File: src/rtl/demux4_sched_pkg.sv
// Shared types and helpers for the demux4_sched sequencer.
// Optional counters are enabled with DEMUX4_SCHED_STATS_EN.
package demux4_sched_pkg;

  localparam int NUM_CH = 4;

  typedef enum logic {
    MODE_ADDR = 1'b0,
    MODE_RR   = 1'b1
  } mode_e;

  typedef enum logic {
    IDLE = 1'b0,
    HOLD = 1'b1
  } state_e;

  // First enabled channel strictly after ptr, wrapping; ptr itself is last resort.
  function automatic logic [1:0] next_enabled(
    input logic [1:0] ptr,
    input logic [3:0] mask
  );
    logic [1:0] idx;
    logic [1:0] pick;
    pick = ptr;
    for (int i = NUM_CH; i >= 1; i--) begin
      idx = ptr + 2'(i);
      if (mask[idx]) pick = idx;
    end
    return pick;
  endfunction

endpackage

File: src/rtl/demux4_rr_pick.sv
// Rotating-priority picker: grant is the next enabled channel after ptr.
module demux4_rr_pick
  import demux4_sched_pkg::*;
(
  input  logic [1:0] ptr_i,
  input  logic [3:0] mask_i,
  output logic [1:0] grant_o,
  output logic       any_o
);

  assign grant_o = next_enabled(ptr_i, mask_i);
  assign any_o   = |mask_i;

endmodule

File: src/rtl/demux4_sched.sv
// 1:4 demux sequencer, addressed or round-robin routing.
// DEMUX4_SCHED_STATS_EN adds saturating per-channel delivery counters.
module demux4_sched
  import demux4_sched_pkg::*;
#(
  parameter int DATA_W = 8,
  parameter int CNT_W  = 16
) (
  input  logic              clk,
  input  logic              rst_n,
  input  logic              mode,
  input  logic [3:0]        ch_en,
  input  logic              in_valid,
  output logic              in_ready,
  input  logic [DATA_W-1:0] in_data,
  input  logic [1:0]        in_dest,
  output logic [1:0]        sel,
  output logic [DATA_W-1:0] out_data,
  output logic [3:0]        out_valid,
  input  logic [3:0]        out_ready,
  output logic              drop
`ifdef DEMUX4_SCHED_STATS_EN
  ,
  input  logic              stats_clr,
  output logic [NUM_CH*CNT_W-1:0] ch_count
`endif
);

  state_e            state_q, state_d;
  logic [1:0]        sel_q, sel_d;
  logic [DATA_W-1:0] data_q, data_d;
  logic [3:0]        vld_q, vld_d;
  logic [1:0]        rr_q, rr_d;
  logic              drop_q, drop_d;

  logic       hold, fire, rr, route_ok, load;
  logic       dropped, accept;
  logic [1:0] grant, dest;
  logic       any_en;

  demux4_rr_pick u_pick (
    .ptr_i   (rr_q),
    .mask_i  (ch_en),
    .grant_o (grant),
    .any_o   (any_en)
  );

  always_comb begin
    hold     = (state_q == HOLD);
    fire     = hold & out_ready[sel_q];
    rr       = (mode_e'(mode) == MODE_RR);
    route_ok = rr ? any_en : 1'b1;
    in_ready = (~hold | fire) & route_ok;
    load     = in_valid & in_ready;
    dest     = rr ? grant : in_dest;
    dropped  = load & ~rr & ~ch_en[in_dest];
    accept   = load & ~dropped;
  end

  always_comb begin
    state_d = state_q;
    sel_d   = sel_q;
    data_d  = data_q;
    vld_d   = vld_q;
    rr_d    = rr_q;
    drop_d  = dropped;
    if (accept) begin
      state_d = HOLD;
      sel_d   = dest;
      data_d  = in_data;
      vld_d   = 4'b0001 << dest;
      if (rr) rr_d = dest;
    end else if (fire) begin
      state_d = IDLE;
      vld_d   = '0;
    end
  end

  always_ff @(posedge clk or negedge rst_n) begin
    if (!rst_n) begin
      state_q <= IDLE;
      sel_q   <= '0;
      data_q  <= '0;
      vld_q   <= '0;
      rr_q    <= '0;
      drop_q  <= 1'b0;
    end else begin
      state_q <= state_d;
      sel_q   <= sel_d;
      data_q  <= data_d;
      vld_q   <= vld_d;
      rr_q    <= rr_d;
      drop_q  <= drop_d;
    end
  end

  assign sel       = sel_q;
  assign out_data  = data_q;
  assign out_valid = vld_q;
  assign drop      = drop_q;

`ifdef DEMUX4_SCHED_STATS_EN
  logic [NUM_CH-1:0][CNT_W-1:0] cnt_q;

  always_ff @(posedge clk or negedge rst_n) begin
    if (!rst_n) begin
      cnt_q <= '0;
    end else if (stats_clr) begin
      cnt_q <= '0;
    end else if (fire && (cnt_q[sel_q] != {CNT_W{1'b1}})) begin
      cnt_q[sel_q] <= cnt_q[sel_q] + 1'b1;
    end
  end

  assign ch_count = cnt_q;
`endif

endmodule

File: config.mk
export PLATFORM = sky130hd
export DESIGN_NAME = demux4_sched
export DESIGN_NICKNAME = d
export VERILOG_FILES = /design/src/rtl/demux4_sched_pkg.sv /design/src/rtl/demux4_rr_pick.sv /design/src/rtl/demux4_sched.sv
export SDC_FILE = /design/constraint.sdc
export NUM_CORES = 1
export LEC_CHECK = 0
export CAP_MARGIN = 40
export CELL_PAD_IN_SITES_DETAIL_PLACEMENT = 2
export CELL_PAD_IN_SITES_GLOBAL_PLACEMENT = 2
export CORE_UTILIZATION = 24
export CTS_CLUSTER_SIZE = 40
export DETAILED_ROUTE_END_ITERATION = 16
export GPL_TIMING_DRIVEN = 1
export PLACE_DENSITY = 0.83
export SLEW_MARGIN = 10
export SYNTH_ARGS = -nofsm -noshare
export SYNTH_HDL_FRONTEND = slang
export SYNTH_HIERARCHICAL = 1
export SYNTH_SLANG_ARGS = --single-unit
export TNS_END_PERCENT = 20
File: constraint.sdc
create_clock -name clk -period 1.7 [get_ports clk]
set_input_delay 0.17 -clock clk [delete_from_list [all_inputs] [get_ports clk]]
set_output_delay 0.17 -clock clk [all_outputs]
set_load 0.05 [all_outputs]
Word-level counts from Yosys, hierarchy flattened:

Index checks and enable logic that the tools add are counted.

* word-level logic and storage cells: 48
* register bits: 18
* output and inout port bits: 16
* input bits: 22

* order comparisons: 5
* bitwise gates (word level): 11
* reductions and logical operators: 3
* multiplexer cells: 19
* shifts and indexed selects: 1
* add/subtract/negate cells: 3

Operators by type and width (count)
* $lt A2 B3 Y1 const B: 5
* $bmux W1 S2: 5
* $mux W1: 8
* $mux W2: 4
* $mux W4: 2
* $and A1 B1 Y1: 6
* $add A2 B2 Y2 const B: 2
* $not A1 Y1: 4
* $reduce_or A4 Y1: 1
* $shl A1 B2 Y4 const A: 1
* $add A2 B1 Y2 const B: 1
* $reduce_and A2 Y1: 1
* $reduce_bool A2 Y1: 1
* $or A1 B1 Y1: 1

Logic depth before layout (Yosys ltp):

Gate-level depths: netlist (run 1).

* word-level depth: 11
* gate-level depth with buffers: 6
* gate-level depth less buffers: 6

Cells and area by module:

The synthesis (run 1) kept the hierarchy.

Modules (own cells, without submodules)
* demux4_sched: sequential area each 450.4 um2, area each 927.1 um2, instances 1, cells an instance 71
* demux4_rr_pick: sequential area each 0.0 um2, area each 72.6 um2, instances 1, cells an instance 14

Worst setup path before layout (run 1):

Ideal clock, no wire load.

* path kind: register to output
* start point: register sel_q[1], in the netlist sel[1]
* end point: output in_ready
* data required time: 1.530 ns
* path slack: -0.301 ns
* arrival: 1.831 ns
* stages on the path, launching flop included: 4
* path buffers: 0
* path through: dfrtp_1 > mux2_2 > o22ai_1 > a21oi_1

* longest elaborated chain between the ends: 5

Ends and longest elaborated chain
* start: declaration: RTL line demux4_sched.sv:30 `logic [1:0] sel_q, sel_d;`
* start signal: assignment: RTL line demux4_sched.sv:89 `sel_q <= sel_d;`
* $bmux W1 S2: RTL line demux4_sched.sv:50 `fire = hold & out_ready[sel_q];`
* $mux W1 (not written as such): RTL line demux4_sched.sv:50
* $and A1 B1 Y1: RTL line demux4_sched.sv:50
* $or A1 B1 Y1: RTL line demux4_sched.sv:53 `in_ready = (~hold | fire) & route_ok;`
* $and A1 B1 Y1: RTL line demux4_sched.sv:53
* end: declaration: RTL line demux4_sched.sv:14 `output logic in_ready,`

Every way passes these cells. The select of a mux whose other input is x is not followed.

Worst setup path after layout (run 1):

* start point: register sel_q[1], in the netlist sel[1]
* end point: register data_q[7], in the netlist out_data[7]

* longest elaborated chain between the ends: 10

Ends and longest elaborated chain
* $bmux W1 S2 (*): RTL line demux4_sched.sv:50
* $mux W1 (not written as such) (*): RTL line demux4_sched.sv:50
* $and A1 B1 Y1 (*): RTL line demux4_sched.sv:50
* $or A1 B1 Y1 (*): RTL line demux4_sched.sv:53
* $and A1 B1 Y1 (*): RTL line demux4_sched.sv:53
* $and A1 B1 Y1 (*): RTL line demux4_sched.sv:54 `load = in_valid & in_ready;`
* $and A1 B1 Y1 (2 in a row): RTL line demux4_sched.sv:56 `dropped = load & ~rr & ~ch_en[in_dest];`
* $not A1 Y1: RTL line demux4_sched.sv:57 `accept = load & ~dropped;`
* $and A1 B1 Y1 (*): RTL line demux4_sched.sv:57
* end signal: assignment: RTL line demux4_sched.sv:90 `data_q <= data_d;`
* end: declaration: RTL line demux4_sched.sv:31 `logic [DATA_W-1:0] data_q, data_d;`

Every way passes the cells marked *; elsewhere a longest branch is shown, timed or not. The select of a mux whose other input is x is not followed.
A chain may end at the register's enable or synchronous reset.

==> parameters.txt, run 1 <==
Parameter                              Value

Placement
  Placed cell count ... 185
  Routability-driven placement congestion ratio ... 0.782
  DP Wirelength ... 2.41 mm
  Instance area at placement ... 1550 um2
  Port Buf Inserts ... 37

Timing
  Hold Worst Slack ... 0.233 ns
  Portion of the clock cycle consumed by the worst path in the final layout ... 97.7%
  Transition time at the pin with the least slew margin ... 0.514 ns
  Fmax ... 602 MHz
  Total count of hold-check failures in the final report ... 0
  Final Critical Period ... 1.66 ns
  Setup violators final ... 0
  Worst slew slack as a fraction of its limit ... 65.6%
  Unrepaired setup endpoints after global routing ... yes
  Maximum clock skew at final layout ... 0.00584 ns
  Final Max Slew Viols ... 0

Synthesis
  Post-synthesis instance total ... 85
  Primary flip-flop cell chosen by synthesis mapping ... dfrtp_1
  Cell area after synthesis ... 1000 um2
  Biggest area consumer among synthesized cells ... dfrtp_1
  Net Count, Synth ... 107
  Most area-consuming cells after synthesis ... dfrtp_1, mux2_2, mux2_4
  Number of enable flip-flop cells after synthesis ... 0
  Number of register bits inferred by synthesis ... 18
  Post-synth ARST share ... 100%
  Post-synthesis sequential area ratio ... 45.1%
  Count of warnings emitted by yosys ... 6
  Top-area cell type share of the netlist area ... 45.1%
  Syn Area/Cell ... 11.8 um2
  Count of distinct cell types in the synthesized netlist ... 22

Floorplanning
  Die boundary width ... 66.5 um
  Io pins ... 38
  Die Y ... 66.5 um
  Number of placement rows ... 23
  Core Box Area ... 4000 um2
  Die outline area ... 4430 um2
  Starting Density ... 25.0%

Final layout
  Nets ... 163
  Final Instance Area ... 1620 um2
  Proportion of layout cells with a drive suffix above 1 ... 35.7%
  Fin cells ... 190
  Area delta synth->final ... 62.3%
  Diodes inserted ... 0

Min path
  Tightest Hold Check Type ... input port to async pin

Flow run
  Max Cap Viol ... 0

Clock network
  CTS tree ... built
  Number of sinks driven by the clock tree ... 18
  Clock edge transition at the registers on the reported setup and hold paths ... 0.07 ns
  Bufs on Longest Clock Path ... 2
  Source-to-sink clock delay at the later pin of the worst-skew pair ... 0.26 ns
  Number of CTS-inserted buffers ... 3
  Clock tree root buffer cell ... clkbuf_8
  # H-tree levels ... 1
  Hold Buf Count CTS ... 0

Route
  Post-route DRC violation count ... 0
  Post-DR wirelength/cell ... 15.2 um
  Antenna Nets Post-Route ... 0
  Total Wirelength ... 2.89 mm
  Via density per instance ... 4.53
  Number of design-rule violations left by the first detailed-router iteration ... 4
  Pre-antenna DRT Iters ... 2
  Vias post-DR ... 860

Global routing
  Global-route track usage on met3 ... 3.94%
  GR met2 Demand/Resource ... 28.0%
  Wire length of the first global-routing pass ... 4.75 mm
  Antenna violations before repair ... 0
  Number of global-route vias before repair ... 995
  Met1 usage in global routing ... 15.7%
  Pin count of the biggest net entering global routing ... 19
  Busiest layer in global routing ... met2
  Final global-route overflow total ... 0
  All-layer global routing usage ... 14.6%

Setup path
  Maximum cell stage delay along the critical path ... 0.44 ns
  Most used cell along the critical path ... mux2_4
  CP Launch Type ... flop
  Data arrival time of the critical path ... 1.80 ns
  Crit-path slowest cell ... dfrtp_2
  Endpoint required time on the critical path ... 1.84 ns
  Kind of capture point of the worst setup path ... flop
  Maximum fanout count along the critical path ... 8
  CP Cell Sequence ... mux2_4 > o221ai_4 > a31oi_4 > buf_12 > mux2_4
  Worst Setup Path Type ... flop to flop

Status
  Result of the run ... finished clean

Power and ir drop
  PwrDens ... 1790 nW/um2
  Leakage component of the power ... 0.707 nW
  Max IR drop VDD ... 0.873 mV
  Post-layout total power ... 2.90 mW
[power breakdown]
part	internal [mW]	switching, mW	leakage (nW)	total [mW]
Sequential	0.632	0.168	0.216	0.801
Combinational	0.738	1.01	0.461	1.75
Clock	0.206	0.147	0.0288	0.353
[timing repair]
action                                  CTS  global route
endpoints found under the setup margin   12            15
buffers inserted                          0             1
gates resized for setup                   3             2
pin swaps                                 1             1
[worst max-delay path: cells and delay by family (launching register included)]
family,cells,cell delay (ns)
compound gates,2,0.31
buf+inv,1,0.17
flops,1,0.44
mux,2,0.62
[state kept, by name, summed over array words and instances, names as in the netlist]
signal / cells
out_data: 8
out_valid: 4
rr_q: 2
sel: 2
drop: 1
hold: 1
[Yosys cell counts (2+ instances only)]
cell type,number
mux2i_1,7
mux2_2,11
nand2_1,16
inv_1,3
a21oi_1,5
nor3_1,2
dfrtp_1,18
nor2_1,4
nand2b_1,2
mux2_4,5
[metal layers]
| layer | part of all wire, % | up-vias |
|---|---|---|
| met4 | 0.48 | 0 |
| met3 | 3.9 | 2 |
| met2 | 57 | 22 |
| met5 | 0 | - |
| met1 | 39 | 427 |
| li1 | - | 409 |
[cells by family (layout without fill, tap and decap cells)]
kind of cell,Yosys count,count (layout),share of synthesized area (%)
AND/OR/NAND/NOR,27,27,12.1
multiplexers,24,24,29.2
flip-flops,18,18,45.1
AO/OA/AOI/OAI,11,11,10.1
buffers and inverters,5,60,3.50
[path summary, 6_finish.rpt]
| kind | from | end | slack, ns | cells after the start |
|---|---|---|---|---|
| max in group asynchronous | rst_n | rr_q[1] | 1.26 | 2 |
| hold reg to reg | out_data[1] | out_data[1] | 0.51 | 1 |
| min in group clk | out_data[1] | out_data[1] | 0.51 | 1 |
| setup reg to reg | sel[1] | out_data[7] | 0.04 | 5 |
| setup / recovery | sel[1] | out_data[7] | 0.04 | 5 |
| hold / removal | rst_n | sel[1] | 0.23 | 2 |
[stage by stage]
stage / TNS [ns] / setup WS, ns / util [%]
2_1_floorplan: -0.391 / -0.0695 / -
3_3_place_gp: -3.50 / -0.251 / 38.8
3_5_place_dp: -4.49 / -0.309 / 38.8
4_1_cts: -0.000606 / -0.000606 / 40.3
5_1_grt: -0.0596 / -0.0154 / 40.6
6_report: 0 / 0.0396 / 40.6
[final cells by class]
cell class / count / area [um2]
Tap cell: 50 / 62.6
Fill cell: 417 / 2380
Clock buffer: 4 / 55.1
Inverter: 3 / 11.3
Timing Repair Buffer: 53 / 505
Sequential cell: 18 / 454
Multi-Input combinational cell: 62 / 534
[layout by cell type, fill, tap and decap left out, drive strengths merged]
master,count
mux2,16
nor3,2
nand2,16
a21oi,5
mux2i,7
clkdlybuf4s50,32
nor2,4
mux4,1
buf,19
dfrtp,18
or2,1
clkbuf,4
a32oi,1
dlygate4sd2,2
o22ai,1
a21o,1
inv,3
nand2b,2
a31oi,2
o221ai,1
nor2b,1
or3,1
Note: power is estimated with default switching activity, not from simulation.
==> run 2: changes to the inputs <==
--- a/config.mk
+++ b/config.mk
@@ -8,6 +8,7 @@
 export CAP_MARGIN = 40
 export CELL_PAD_IN_SITES_DETAIL_PLACEMENT = 2
 export CELL_PAD_IN_SITES_GLOBAL_PLACEMENT = 2
+export CORE_MARGIN = 1.5
 export CORE_UTILIZATION = 24
 export CTS_CLUSTER_SIZE = 40
 export DETAILED_ROUTE_END_ITERATION = 16
==> parameters.txt, run 2 (synthesized netlist as in run 1, its figures left out) <==
Parameter                              Value

Final layout
  Nets ... 163 (unchanged)
  Area delta synth->final ... 63.6%
  Final Instance Area ... 1640 um2 (+0.77%)
  Max reg flops ... 8 (unchanged)
  Diodes inserted ... 0 (unchanged)
  Leading cell types in the layout, fill and taps excluded ... clkdlybuf4s50_1, buf_4, nand2_1, dfrtp_1, mux2_2
  Most frequent standard cell in the layout excluding fill and tap cells ... clkdlybuf4s50_1
  Proportion of layout cells with a drive suffix above 1 ... 37.9% (+2.1 points)

Flow run
  Max Cap Viol ... 0 (unchanged)

Setup path
  CP Launch Type ... input port
  Data arrival time of the critical path ... 1.81 ns (about the same)
  Endpoint required time on the critical path ... 1.84 ns (about the same)
  Kind of capture point of the worst setup path ... flop
  Worst Setup Path Type ... input port to flop
  Maximum fanout count along the critical path ... 8 (unchanged)

Power and ir drop
  Max IR drop VDD ... 0.891 mV (+2.1%)
  PwrDens ... 1830 nW/um2 (+2.5%)
  Leakage component of the power ... 0.706 nW (about the same)

Placement
  Routability-driven placement congestion ratio ... 0.769 (-1.7%)
  Instance area at placement ... 1530 um2 (-1.8%)
  DP Wirelength ... 2.42 mm (+0.51%)
  Worst-case setup slack after placement ... -0.323 ns (-0.0141 ns)
  Port Buf Inserts ... 37 (unchanged)

Status
  Result of the run ... finished clean

Floorplanning
  Io pins ... 38 (unchanged)
  Core Box Area ... 4000 um2 (unchanged)
  Die boundary width ... 67.5 um (+1.5%)
  Starting Density ... 25.0% (unchanged)
  Die Y ... 67.5 um (+1.5%)
  Die outline area ... 4560 um2 (+3.0%)
  Number of placement rows ... 23 (unchanged)

Route
  Vias post-DR ... 874 (+1.6%)
  Number of design-rule violations left by the first detailed-router iteration ... 8 (+4)
  Post-route DRC violation count ... 0 (unchanged)
  Via density per instance ... 4.60 (+1.6%)
  Antenna Nets Post-Route ... 0 (unchanged)
  Total Wirelength ... 3.05 mm (+5.4%)
  Post-DR wirelength/cell ... 16.0 um (+5.4%)
  Pre-antenna DRT Iters ... 4 (+2)

Clock network
  Clock tree root buffer cell ... clkbuf_8
  Number of sinks driven by the clock tree ... 18 (unchanged)
  Source-to-sink clock delay at the later pin of the worst-skew pair ... 0.25 ns (about the same)
  # H-tree levels ... 1 (unchanged)
  Bufs on Longest Clock Path ... 2 (unchanged)
  CTS tree ... built
  Number of CTS-inserted buffers ... 3 (unchanged)
  Clock edge transition at the registers on the reported setup and hold paths ... 0.07 ns (about the same)

Global routing
  Number of global-route vias before repair ... 1002 (+0.70%)
  Antenna violations before repair ... 0 (unchanged)
  All-layer global routing usage ... 14.9% (+0.27 points)
  Pin count of the biggest net entering global routing ... 19 (unchanged)
  Final global-route overflow total ... 0 (unchanged)
  Wire length of the first global-routing pass ... 4.97 mm (+4.7%)

Timing
  Total count of hold-check failures in the final report ... 0 (unchanged)
  Final worst slack ... 0.0313 ns (-0.00830 ns)
  Final Max Slew Viols ... 0 (unchanged)
  Transition time at the pin with the least slew margin ... 0.511 ns (-0.00394 ns)
  Worst slew slack as a fraction of its limit ... 65.9% (+0.26 points)
  Maximum clock skew at final layout ... 0.00359 ns (-0.00225 ns)
  Final-layout setup total negative slack ... 0 ns (unchanged)
  Portion of the clock cycle consumed by the worst path in the final layout ... 98.2% (+0.49 points)
  Setup violators final ... 0 (unchanged)
  Fmax ... 599 MHz (-0.50%)
  Final Critical Period ... 1.67 ns (+0.00830 ns)

Min path
  Tightest Hold Check Type ... input port to async pin
-- run 2: cell counts in the layout (fill, tap and decap cells not counted) --
Identical to the previous run, type by type.
-- run 2: final timing paths --
kind | endpoint | from | cells past startpoint | slack [ns]
max | out_data[2] | ch_en[2] | 6 | 0.03
min | out_valid[1] | rst_n | 2 | 0.24
min reg2reg | out_data[3] | out_data[3] | 1 | 0.51
max in group asynchronous | sel[1] | rst_n | 2 | 1.23
max reg2reg | sel[1] | sel[1] | 5 | 0.05
min in group clk | out_data[3] | out_data[3] | 1 | 0.51
-- run 2: timing repair --
item | in CTS | in global routing
gates cloned | 0 | 0
setup buffers | 0 | 3
hold endpoints to repair | 0 | 0
setup endpoints to repair | 10 | 16
resized for setup | 6 | 5
hold buffers | 0 | 0
pin swaps | 2 | 3
-- run 2: final cells by class --
| class | count | area, um2 |
|---|---|---|
| fillers | 412 | 2360 |
| multi-input cells | 62 | 552 |
| repair buffers | 53 | 500 |
| flip-flops and latches | 18 | 454 |
| well taps | 50 | 62.6 |
| clock buffers | 4 | 55.1 |
| inverters | 3 | 11.3 |
-- run 2: through the flow --
| step | hold slack (ns) | total power, mW | cells | utilization, % |
|---|---|---|---|---|
| 4_1_cts | 0.243 | 2.96 | 187 | 40.0 |
| 6_report | 0.241 | 3.00 | 190 | 40.9 |
| 3_3_place_gp | 0.491 | 2.46 | 183 | 38.1 |
| 5_1_grt | 0.258 | 3.17 | 190 | 40.9 |
| 2_1_floorplan | -0.126 | 1.93 | 85 | - |
| 3_5_place_dp | 0.501 | 2.54 | 183 | 38.1 |
-- run 2: layer usage --
| metal | up-vias | track usage (%) | share of wire (%) |
|---|---|---|---|
| met3 | 0 | 4.67 | 5.1 |
| li1 | 408 | - | - |
| met2 | 24 | 30.0 | 58 |
| met5 | - | 0 | 0 |
| met4 | 0 | 0.765 | 0 |
| met1 | 442 | 15.4 | 37 |
-- run 2: worst max-delay path, stage by stage --
cell	delay (ns)
clkdlybuf4s50_1	0.48
mux2i_1	0.09
or3_4	0.35
a31oi_4	0.23
buf_12	0.16
mux2_2	0.33
-- run 2: where the power goes --
part,switching (mW),internal [mW]
clock network,0.148,0.206
registers,0.170,0.632
logic,1.06,0.777
==> run 3: changes to the inputs <==
--- a/config.mk
+++ b/config.mk
@@ -5,10 +5,10 @@
 export SDC_FILE = /design/constraint.sdc
 export NUM_CORES = 1
 export LEC_CHECK = 0
-export CAP_MARGIN = 40
+export ABC_CLOCK_PERIOD_IN_PS = 1700
+export CAP_MARGIN = 20
 export CELL_PAD_IN_SITES_DETAIL_PLACEMENT = 2
 export CELL_PAD_IN_SITES_GLOBAL_PLACEMENT = 2
-export CORE_MARGIN = 1.5
 export CORE_UTILIZATION = 24
 export CTS_CLUSTER_SIZE = 40
 export DETAILED_ROUTE_END_ITERATION = 16
==> results of run 3 <==
No change in the layout: final DEF, timing and power equal those of run 1.
